## config.mk

```make
export PLATFORM = sky130hd
export DESIGN_NAME = fsm_calendar
export DESIGN_NICKNAME = d
export VERILOG_FILES = /design/src/rtl/fsm_calendar.sv
export SDC_FILE = /design/constraint.sdc
export NUM_CORES = 1
export LEC_CHECK = 0
export CELL_PAD_IN_SITES_DETAIL_PLACEMENT = 0
export CELL_PAD_IN_SITES_GLOBAL_PLACEMENT = 2
export CORE_ASPECT_RATIO = 1.25
export CORE_UTILIZATION = 33
export CTS_BUF_LIST = sky130_fd_sc_hd__clkbuf_2 sky130_fd_sc_hd__clkbuf_4 sky130_fd_sc_hd__clkbuf_8
export DETAILED_ROUTE_END_ITERATION = 10
export GPL_ROUTABILITY_DRIVEN = 1
export GPL_TIMING_DRIVEN = 1
export PLACE_DENSITY = 0.9
export SLEW_MARGIN = 15
export SYNTH_ARGS = -nofsm -noshare
export SYNTH_HDL_FRONTEND = slang
export SYNTH_SLANG_ARGS = --single-unit
```

## constraint.sdc

```tcl
create_clock -name clk -period 3.1 [get_ports clk]
set_clock_uncertainty 0.2 [all_clocks]
set_input_delay 0.775 -clock clk [delete_from_list [all_inputs] [get_ports clk]]
set_output_delay 0.775 -clock clk [all_outputs]
set_load 0.02 [all_outputs]
```

## src/rtl/fsm_calendar.sv

```systemverilog
// Calendar date keeper (2000-2099): advances day/month/year on the midnight new_day pulse
// and loads validated dates over a set handshake. Define CAL_WEEKDAY_EN to add the weekday register.
module fsm_calendar #(
    parameter int unsigned RESET_YEAR    = 0,
    parameter int unsigned RESET_WEEKDAY = 5
) (
    input  logic       clk,
    input  logic       reset,
    input  logic       new_day,
    input  logic       set_req,
    input  logic [4:0] set_day,
    input  logic [3:0] set_month,
    input  logic [6:0] set_year,
    input  logic [2:0] set_weekday,
    output logic       set_ack,
    output logic       set_err,
    output logic [4:0] day,
    output logic [3:0] month,
    output logic [6:0] year,
    output logic [2:0] weekday,
    output logic       new_month,
    output logic       new_year
);

    localparam logic [6:0] RST_YEAR = (RESET_YEAR > 99) ? 7'd0 : 7'(RESET_YEAR);

    typedef enum logic [1:0] {
        S_IDLE,
        S_CHECK,
        S_RESP,
        S_WAIT_REL
    } set_state_e;

    set_state_e state_q, state_d;

    logic       pending_q, pending_d;
    logic       capture, load, reject, apply_day;
    logic       cap_valid_q, cap_ok;
    logic [4:0] cap_day;
    logic [3:0] cap_month;
    logic [6:0] cap_year;

    logic [4:0] dim_cur;
    logic       end_of_month, end_of_year;
    logic [4:0] next_day;
    logic [3:0] next_month;
    logic [6:0] next_year;

    // Leap rule year%4==0 is exact over 2000-2099 because 2000 is a leap year.
    function automatic logic [4:0] days_in_month(input logic [3:0] m, input logic [6:0] y);
        case (m)
            4'd4, 4'd6, 4'd9, 4'd11: return 5'd30;
            4'd2:                    return (y[1:0] == 2'b00) ? 5'd29 : 5'd28;
            default:                 return 5'd31;
        endcase
    endfunction

    // ------------------------------------------------------------------
    // Set handshake FSM
    // ------------------------------------------------------------------
    // NOTE: sequential state uses non-blocking assignments so every register
    // samples pre-edge values regardless of process ordering.
    always_ff @(posedge clk or negedge reset) begin
        if (!reset) begin
            state_q   <= S_IDLE;
            pending_q <= 1'b0;
        end else begin
            state_q   <= state_d;
            pending_q <= pending_d;
        end
    end

    // NOTE: every signal gets a default first so no path leaves it unassigned,
    // which would otherwise infer a latch.
    always_comb begin
        state_d   = state_q;
        pending_d = pending_q;
        capture   = 1'b0;
        load      = 1'b0;
        reject    = 1'b0;
        apply_day = 1'b0;
        case (state_q)
            S_IDLE: begin
                apply_day = new_day;
                if (set_req) begin
                    capture = 1'b1;
                    state_d = S_CHECK;
                end
            end
            S_CHECK: begin
                pending_d = pending_q | new_day;
                state_d   = S_RESP;
            end
            S_RESP: begin
                pending_d = pending_q | new_day;
                load      = cap_valid_q;
                reject    = ~cap_valid_q;
                state_d   = S_WAIT_REL;
            end
            S_WAIT_REL: begin
                // A midnight held over the load is applied on top of the new date.
                apply_day = new_day | pending_q;
                pending_d = 1'b0;
                if (!set_req) state_d = S_IDLE;
            end
            default: state_d = S_IDLE;
        endcase
    end

    // ------------------------------------------------------------------
    // Optional weekday register
    // ------------------------------------------------------------------
`ifdef CAL_WEEKDAY_EN
    localparam logic [2:0] RST_WDAY = (RESET_WEEKDAY > 6) ? 3'd0 : 3'(RESET_WEEKDAY);

    logic [2:0] cap_weekday;
    logic [2:0] weekday_q;

    always_ff @(posedge clk or negedge reset) begin
        if (!reset) begin
            cap_weekday <= 3'd0;
            weekday_q   <= RST_WDAY;
        end else begin
            if (capture) cap_weekday <= set_weekday;
            if (load) begin
                weekday_q <= cap_weekday;
            end else if (apply_day) begin
                weekday_q <= (weekday_q == 3'd6) ? 3'd0 : weekday_q + 3'd1;
            end
        end
    end

    assign weekday = weekday_q;
`else
    localparam logic [2:0] UNUSED_RESET_WEEKDAY = 3'(RESET_WEEKDAY);

    logic unused_set_weekday;
    assign unused_set_weekday = ^set_weekday;
    assign weekday            = 3'd0;
`endif

    // ------------------------------------------------------------------
    // Validation of the captured fields
    // ------------------------------------------------------------------
    always_comb begin
        cap_ok = (cap_month >= 4'd1) && (cap_month <= 4'd12) &&
                 (cap_day >= 5'd1) && (cap_day <= days_in_month(cap_month, cap_year)) &&
                 (cap_year <= 7'd99);
`ifdef CAL_WEEKDAY_EN
        if (cap_weekday > 3'd6) cap_ok = 1'b0;
`endif
    end

    // ------------------------------------------------------------------
    // Date advance
    // ------------------------------------------------------------------
    always_comb begin
        dim_cur      = days_in_month(month, year);
        end_of_month = (day == dim_cur);
        end_of_year  = end_of_month && (month == 4'd12);
        next_day     = end_of_month ? 5'd1 : day + 5'd1;
        next_month   = month;
        next_year    = year;
        if (end_of_month) next_month = end_of_year ? 4'd1 : month + 4'd1;
        if (end_of_year)  next_year  = (year == 7'd99) ? 7'd0 : year + 7'd1;
    end

    always_ff @(posedge clk or negedge reset) begin
        if (!reset) begin
            cap_day     <= 5'd1;
            cap_month   <= 4'd1;
            cap_year    <= 7'd0;
            cap_valid_q <= 1'b0;
            day         <= 5'd1;
            month       <= 4'd1;
            year        <= RST_YEAR;
            set_ack     <= 1'b0;
            set_err     <= 1'b0;
            new_month   <= 1'b0;
            new_year    <= 1'b0;
        end else begin
            set_ack   <= load;
            set_err   <= reject;
            new_month <= 1'b0;
            new_year  <= 1'b0;
            if (capture) begin
                cap_day   <= set_day;
                cap_month <= set_month;
                cap_year  <= set_year;
            end
            if (state_q == S_CHECK) cap_valid_q <= cap_ok;
            if (load) begin
                day   <= cap_day;
                month <= cap_month;
                year  <= cap_year;
            end else if (apply_day) begin
                day       <= next_day;
                month     <= next_month;
                year      <= next_year;
                new_month <= end_of_month;
                new_year  <= end_of_year;
            end
        end
    end

endmodule

```

==> run_results.csv <==
group,metric,value,unit
pwr,p_sw,1.229,mW
detailed_routing,finalWirelength,4750,um
pwr,intPower,1.647,mW
sta,worstMarginPinSlew,0.9081,ns
yosys,synth_edf_count,0,
yosys,ys_seq_elements,40,
detailed_routing,drc,0,
yosys,synth_top_area_frac,0.4049,
layout,antenna_cells,0,
sta,hold_viol_final,0,
sta,fin_crit_sh,0.8884,
detailed_routing,firstDrtPassIters,4,
grt,grt_pass1_vias,1589,
placed_design,io_buffers,39,
placed_design,routabilityCongestion,0.7394,
pwr,p_per_area,1022,nW/um^2
cts,worstSkewPairLatency,0.30,ns
cts,clk_pin_slew,0.09,ns
setup_path,cp_cell_sequence,"inv_1 > ha_1 > or3b_4 > nand3b_1 > mux2i_1 > o2111ai_2 > or3_1 > a31oi_1",
outcome,status,"complete, no violations",
detailed_routing,vias_per_cell,4.969,
floorplan,die_h,93.80,um
detailed_routing,routedWlPerCell,13.38,um
floorplan,dieArea,7075,sq um
yosys,syn_inst,221,
job,maxCapViolations,0,
setup_path,cp.arrival,2.78,ns
cts,post_cts_buffers,0,
pwr,p_clk_frac,0.125,
yosys,synth_cell_types,43,
setup_path,cp_slowest_stage_delay,0.59,ns
yosys,synthTopCellsByArea,"dfrtp_1, mux2_2, ha_1",
pwr,power.share.combinational,0.498,
setup_path,path_class,"reg2reg",
detailed_routing,via_count,1764,
yosys,synthFlopType,"dfrtp_1",
grt,grt_overflow,0,
layout,drive_gt1_frac,0.1530,
layout,design_area,2815,sq um
sta,clock.fmax,0.3631,GHz
yosys,syn-cell-area,2225,sq um
sta,rsz0062_at_grt,"no",
floorplan,fp-row-count,33,
cts,numClockSinks,40,
layout,layout.area.seq,1006,sq um
setup_path,critPathMaxFanout,10,
floorplan,io-pin-count,46,
grt,grt_max_degree,41,
grt,antenna_found_initial,0,
floorplan,start_util,0.3410,
placed_design,hpwl,3483,um
pwr,power.leakage,1.191,nW
floorplan,coreArea,6524,sq um
setup_path,cp-end-kind,"flop",
sta,timing.slew.headroom,0.3946,
cts,h-tree-depth,2,
pwr,irDropWorstVdd,461.4,uV
cts,numCtsBuffers,5,
sta,period_minus_slack,2.754,ns
placed_design,place_area,2723,sq um
setup_path,cp.required,3.12,ns
grt,track_usage,0.1470,
yosys,async_flop_share,1.000,
cts,cts_buffer_depth,2,
layout,syn2layout_area_growth,26.55,%
pwr,seqPwrFrac,0.377,
detailed_routing,drt_iter0_drc,113,
setup_path,slowest_stage,"dfstp_2",
cts,cts_tree,"done",
layout,multi_input_area,1132,sq um
yosys,synth_top_area_cell,"dfrtp_1",
detailed_routing,antenna_left,0,
cts,holdBufCountCts,0,
layout,fillers,690,
yosys,synth-seq-area-share,0.4522,
sta,setup_viol,0,
sta,final_max_slew_viol_count,0,
sta,tns,0,ns
grt,grt_pass1_wl,7838,um
layout,nNetsFinal,304,
cts,cts_root_buffer,"clkbuf_8",
pwr,power_switching_share,0.4274,
cts,post_cts_resized,0,
setup_path,cp-start-kind,"flop",
yosys,synth_common_cells,"dfrtp_1, mux2_2, nand3_1, nor2_1, ha_1",
hold_path,hp-class,"reg2reg",
floorplan,die_x,75.44,um
yosys,ys_warn_count,0,
yosys,synth_most_common_cell,"dfrtp_1",
yosys,syn_area_per_cell,10.07,sq um
==> cells in the final DEF (no fill, tap or decap), drive strengths merged, types with 2 or more instances in the layout <==
master         Yosys  layout
a211oi             2       2
or3                4       4
nand2             13      13
clkinvlp           0       2
buf                4       7
or4                2       2
a21oi             11      11
dfstp              4       4
a31oi              9       9
dfrtp             36      36
o22ai              3       3
ha                14      14
nor3               5       5
a21o               2       2
nand3b             2       2
mux2              17      17
nor2              16      16
mux2i              5       5
conb               1       3
o21ai             16      16
nor2b              2       2
nand2b             2       2
o211ai             3       3
clkdlybuf4s50      0      38
inv               12      12
and3               3       3
nand3             16      16
clkbuf             4       5
==> state kept, by name, indices dropped and copies added (netlist names) <==
name	flops
new_month	1
new_year	1
set_err	1
set_ack	1
cap_year	7
cap_valid_q	1
cap_day	5
month	4
state_q	2
pending_q	1
year	7
cap_month	4
day	5
==> stage by stage <==
step                      setup slack [ns]    util  std cells  hold slack (ns)  power [mW]
after floorplan                     0.5701       -        223           0.2210       2.014
after global placement              0.2246  0.4173        347           0.2436       2.509
after detailed placement            0.2115  0.4173        347           0.2498       2.538
after CTS                           0.3360  0.4315        355           0.2591       2.908
after global routing                0.1510  0.4315        355           0.2963       3.136
final                               0.3460  0.4315        355           0.2547       2.876
==> power groups by stage <==
stage               combinational [mW]  clock, mW  sequential (mW)
global placement                  1.42          0             1.09
global route                      1.61      0.392             1.14
CTS                               1.45      0.370             1.09
finish                            1.43      0.360             1.08
floorplan                        0.864          0             1.15
detailed placement                1.44          0             1.10
==> critical path, delay by kind of cell (launching register included) <==
kind,cells,cell delay [ns]
buffers and inverters,1,0.10
flip-flops,1,0.59
AND/OR/NAND/NOR,3,0.79
AO/OA/AOI/OAI,2,0.48
adder cells (fa/ha/maj),1,0.21
multiplexers,1,0.32
==> final timing paths <==
path / startpoint / end / slack [ns] / cells past startpoint
max: month[0] / year[6] / 0.35 / 8
min: cap_valid_q / set_err / 0.25 / 1
max reg2reg: month[0] / year[6] / 0.35 / 8
min reg2reg: cap_valid_q / set_err / 0.25 / 1
max in group asynchronous: reset / state_q[1] / 1.73 / 1
min in group asynchronous: reset / day[2] / 0.41 / 1
==> final cells by class <==
type / instances / share of cell area
clock buffers: 5 / 0.02444
clock inverters: 3 / 0.008444
inverters: 12 / 0.01600
multi-input cells: 163 / 0.4022
flip-flops and latches: 40 / 0.3573
well taps: 87 / 0.03867
repair buffers: 45 / 0.1529
==> per-layer routing <==
| layer | vias to the layer above | track usage | wire, um |
|---|---|---|---|
| met2 | 34 | 0.2247 | 2302 |
| met3 | 5 | 0.02897 | 124 |
| met1 | 838 | 0.2071 | 2251 |
| met4 | 0 | 0.04630 | 72 |
| met5 | - | 0 | 0 |
| li1 | 887 | - | - |
==> logic make-up after synthesis <==
family / after synthesis / share of synthesized area
AOI/OAI and AO/OA: 53 / 0.1490
DFF: 40 / 0.4522
xor gates and xnor gates: 1 / 0.003938
muxes: 22 / 0.1085
and+or+nand+nor: 70 / 0.1637
other: 1 / 0.001686
buffers and inverters: 20 / 0.04218
adders and majority gates: 14 / 0.07874
No activity file was read; power rests on OpenSTA's default activity.
